===== config.mk =====
export PLATFORM = sky130hd
export DESIGN_NAME = sat_counter
export DESIGN_NICKNAME = d
export VERILOG_FILES = /design/src/rtl/count_checker_sat_counter.sv
export SDC_FILE = /design/constraint.sdc
export NUM_CORES = 1
export LEC_CHECK = 0
export ABC_AREA = 0
export CORE_AREA = 2 2 39 41
export DETAILED_ROUTE_END_ITERATION = 6
export DIE_AREA = 0 0 41 43
export PLACE_DENSITY = 0.61
export SETUP_SLACK_MARGIN = 0.02
export SLEW_MARGIN = 20
export SYNTH_ARGS = -nofsm -noshare
export SYNTH_HDL_FRONTEND = slang
export SYNTH_SLANG_ARGS = --single-unit

===== constraint.sdc =====
create_clock -name clk -period 2.1 [get_ports clk]
set_clock_uncertainty 0.2 [all_clocks]
set_input_delay 0.525 -clock clk [delete_from_list [all_inputs] [get_ports clk]]
set_output_delay 0.525 -clock clk [all_outputs]
set_load 0.02 [all_outputs]

===== src/rtl/count_checker_sat_counter.sv =====
`default_nettype none
// +-----------------------------------------------------------------------+
// | sat_counter                                                           |
// | Up-counter that sticks at all-ones instead of wrapping.               |
// | Revision: 1.0                                                         |
// +-----------------------------------------------------------------------+
module sat_counter #(
  parameter int W = 8
) (
  input  logic         clk,
  input  logic         reset,
  input  logic         inc,
  output logic [W-1:0] q
);

  logic [W-1:0] r_q;

  always_ff @(posedge clk) begin
    if (!reset) begin
      r_q <= '0;
    end else if (inc && (r_q != {W{1'b1}})) begin
      r_q <= r_q + 1'b1;
    end
  end

  assign q = r_q;

endmodule : sat_counter
`default_nettype wire


-- Yosys cells after proc, flatten, opt, wreduce, memory -nomap -nowiden
Index checks and enable logic that the tools add are counted.
- add/sub/neg operators: 1
- equal/unequal tests: 1
- reductions and logical operators: 1
- operators with widths (operator ; count):
    8-bit by 1-bit adder with 8-bit output (second input constant) ; 1
    8-bit != test (second input constant) ; 1
    1-bit logical AND ; 1
- flip-flop bits (word level): 8
- input bits: 3
- output and inout port bits: 8
- word-level logic and storage cells: 4

-- Logic depth before layout (Yosys ltp)
- depth after elaboration: 2
- depth in mapped cells: 4
- gate-level depth less buffers: 4

-- Worst setup path before layout
OpenSTA, ideal clock, no wires.
- path type: register to register
- start: register r_q[0] (netlist: q[0])
- end: register r_q[6] (netlist: q[6])
- library setup time: 0.115 ns
- arrival time: 1.399 ns
- required time: 1.785 ns
- setup slack: 0.385 ns
- cell stages (with the launch flop): 5
- buffers on the path: 0
- period minus slack after synthesis: 1.715 ns
- cells stage by stage: dfxtp_1 -> ha_1 -> nand3_1 -> or4_1 -> and3_1
- word-level cells in the longest chain between the ends: 2
- elaborated cells between the ends (all ways): 3
- classes of those cells: 1 x add/sub; 1 x eq/ne; 1 x reduce/logical
- RTL lines (what ; line ; RTL):
    start, declared ; 16 ; logic [W-1:0] r_q;
    start signal, assigned ; 22 ; r_q <= r_q + 1'b1;
    branches (longest 2 deep; another with 8-bit by 1-bit adder with 8-bit output) ; - ;
Several ways; the timed one is not identified.
A chain may end at the register's enable or synchronous reset.

-- Final worst setup path
- start: register r_q[6] (netlist: q[6])
- end: output q[6]
- RTL lines (what ; line ; RTL):
    end, declared ; 13 ; output logic [W-1:0] q
No word-level cell between the ends.

==> results by group <==
Status
  • Outcome: finished clean

Worst setup path
  • R2r worst-path depth: 4
  • Crit path kind: flop to output port
  • CP max stage delay: 0.63 ns
  • Slowest cell on the critical path: clkdlybuf4s50_1
  • Critical Path Stages: 1
  • CP bufs+invs: 1
  • Reg2reg end: q[6]$_SDFFE_PN0P_
  • Top delay family on crit path: buffers and inverters
  • CP startpoint: q[6]$_SDFFE_PN0P_
  • Required time worst endpoint: 1.37 ns
  • Worst-path fanout max: 4
  • Crit-path cells: clkdlybuf4s50_1
  • CP Data Arrival Time: between 1 and 1.5 ns
  • CP Capture Type: output port
  • Critical Path Start Type: flop
  • FF-to-FF Start: q[0]$_SDFFE_PN0P_
  • CP endpoint: q[6]
  • Reg2Reg Setup Slack: 0.43 ns

Timing
  • Fin. Hold Viols: 0
  • RSZ-0062 raised after global routing: no
  • Worst slew pin tran: approximately 0.23 ns
  • Max-Slew Margin vs Limit: 0.847
  • Sum Neg Setup Slack: 0 ns
  • Max Slew Vio Count: 0
  • Final worst-path cycle share: 0.950
  • Fmax: 501 MHz
  • Final Hold Slack: 0.307 ns
  • Min Tclk post-route: 2.00 ns
  • Final WS setup: 0.104 ns
  • Final setup fails: 0

GRT
  • Number of global-route vias before repair: 363
  • Global route overflow: 0
  • Initial antenna violation count: 0
  • Total track usage: 0.135
  • Largest net degree at the start of global routing: 8
  • First-pass GRT wire length: 1.56 mm

Placement
  • Post-detail-place hpwl: between 600 and 700 µm
  • Setup WS pre-CTS: 0.0866 ns
  • Routability Congestion: 0.715
  • PortBufs: 10

Clock network
  • Reg clk slew, reported paths: 0.06 ns
  • Clock Latency Late Sink: 0.26 ns
  • Clock buffer depth: 2
  • Post-CTS Setup Repair Bufs: 0
  • CTS Hold Bufs: 0
  • Htree depth: 1
  • Root Buffer: clkbuf_4
  • TritonCTS Buffers: 3
  • TritonCTS clock tree: done
  • CTS Sinks: 8

Final layout
  • Fillers: 151
  • Layout cells sized above 1: 0.143
  • Area Overhead vs Synth: 43.3%
  • Max FFs per register: 8
  • Antenna Cells: 0
  • Final nets: 69

Synthesis
  • Post-synth top flop: dfxtp_1
  • Ys async rst share: 0
  • Top post-synthesis cells by count: dfxtp_1 (8), nand2_1 (6), a21oi_1 (5)
  • Mapped Cells: 47
  • Dominant cells by area after synthesis: dfxtp_1 (40%), a21oi_1 (6.2%), nand2_1 (5.6%), mux2i_1 (5.0%), nor3_1 (3.7%)
  • Synth Register Bits: 8
  • Top-count cell post-synth: dfxtp_1
  • Area of the mapped netlist: 404 µm²
  • Avg Synthesized Cell Area: 8.60 µm²
  • Yosys warning count: 0
  • EDFF count, synth: 0
  • Post-synth top area cell: dfxtp_1
  • Syn_nets: 51
  • Top-area cell type share of the netlist area: 0.396
  • Seq/Total Area, Yosys: 0.396
  • Yosys cell types: 22

Min path
  • Hold wc startpoint: q[1]$_SDFFE_PN0P_
  • Worst hold path type: flop to flop

Floorplanning
  • Initial Util: 0.292
  • IO Pins: 11
  • Chip width: 41 µm
  • Die height: 43 µm
  • Row count: 14
  • Die Area: roughly 1800 µm²
  • Core area: between 1000 and 1500 µm²

Power
  • Leak: around 0.27 nW
  • Cell Pwr Density: 544 nW/µm²
  • Max IR drop VDD: 360 µV

Route
  • Final WL: 919 µm
  • Residual DRC count: 0
  • DR WL/cell: 11.6 µm
  • Iter 0 DRT Violations: 9
  • Vias: 423
  • ANT nets after route: 0
  • First drt pass iteration count: 4
  • Vias per cell: ~5.4

Flow run
  • MaxCap Viol Count: 0
==> metrics by stage <==
step                total power [W]  instances  cell area [µm²]  utilization
finish                     0.000315         79              579        0.419
global route               0.000336         79              579        0.419
CTS                        0.000320         79              572        0.413
detailed placement         0.000199         76              549        0.397
global placement           0.000199         76              549        0.397
floorplan                  0.000178         47              404            -
==> worst min-delay path by stage <==
stage	depth (start not counted)	endpoint
6_report	2	q[1]$_SDFFE_PN0P_
5_1_grt	1	q[5]$_SDFFE_PN0P_
4_1_cts	2	q[1]$_SDFFE_PN0P_
3_5_place_dp	2	q[1]$_SDFFE_PN0P_
3_3_place_gp	2	q[1]$_SDFFE_PN0P_
2_1_floorplan	2	q[1]$_SDFFE_PN0P_
==> routing by layer <==
layer	routed length, µm	part of all wire	global-route usage	vias up
li1	-	-	-	214
met1	433	0.47	0.168	195
met2	403	0.44	0.181	12
met3	66	0.072	0.0785	2
met4	14	0.015	0.0600	0
met5	0	0	0	-
==> power by group <==
part	internal, W	leakage (nW)	switching, W
sequential	0.000156	0.0648	0.00000451
combinational	0.0000180	0.189	0.0000170
clock	0.0000656	0.0138	0.0000545
total	0.000239	0.268	0.0000761
==> cells by family after synthesis <==
| group | Yosys count | share of synthesized area |
|---|---|---|
| and+or+nand+nor | 19 | 0.260 |
| AOI/OAI and AO/OA | 14 | 0.232 |
| DFF | 8 | 0.396 |
| buffers and inverters | 3 | 0.0310 |
| muxes | 2 | 0.0495 |
| adders and majority gates | 1 | 0.0310 |
==> cell usage in the layout (no fill, tap or decap) <==
cell type and count:
a211oi_1 2, a21boi_0 1, a21boi_2 1, a21oi_1 5, a311oi_1 1, a31oi_1 1
and3_1 2, and4_1 1, and4_2 1, buf_4 4, clkbuf_4 3, clkdlybuf4s50_1 7
dfxtp_1 8, dlymetal6s2s_1 3, ha_1 1, inv_1 2, mux2i_1 2, nand2_1 6
nand2b_1 1, nand3_1 2, nand4_1 2, nor3_1 3, o21ai_0 1, o21bai_1 2
or4_1 1
==> timing repair <==
item                                   CTS  global route
setup endpoints to repair                0             3
gates resized for setup                  0             3
endpoints found under the hold margin    0             0
==> cell type report <==
| cell class | instances | area [µm²] | share of cell area |
|---|---|---|---|
| multi-input combinational | 36 | 231 | 0.400 |
| sequential | 8 | 160 | 0.276 |
| timing repair buffer | 14 | 138 | 0.238 |
| clock buffer | 3 | 22.5 | 0.0389 |
| tap | 16 | 20.0 | 0.0346 |
| inverter | 2 | 7.51 | 0.0130 |
No activity file was read; power rests on OpenSTA's default activity.
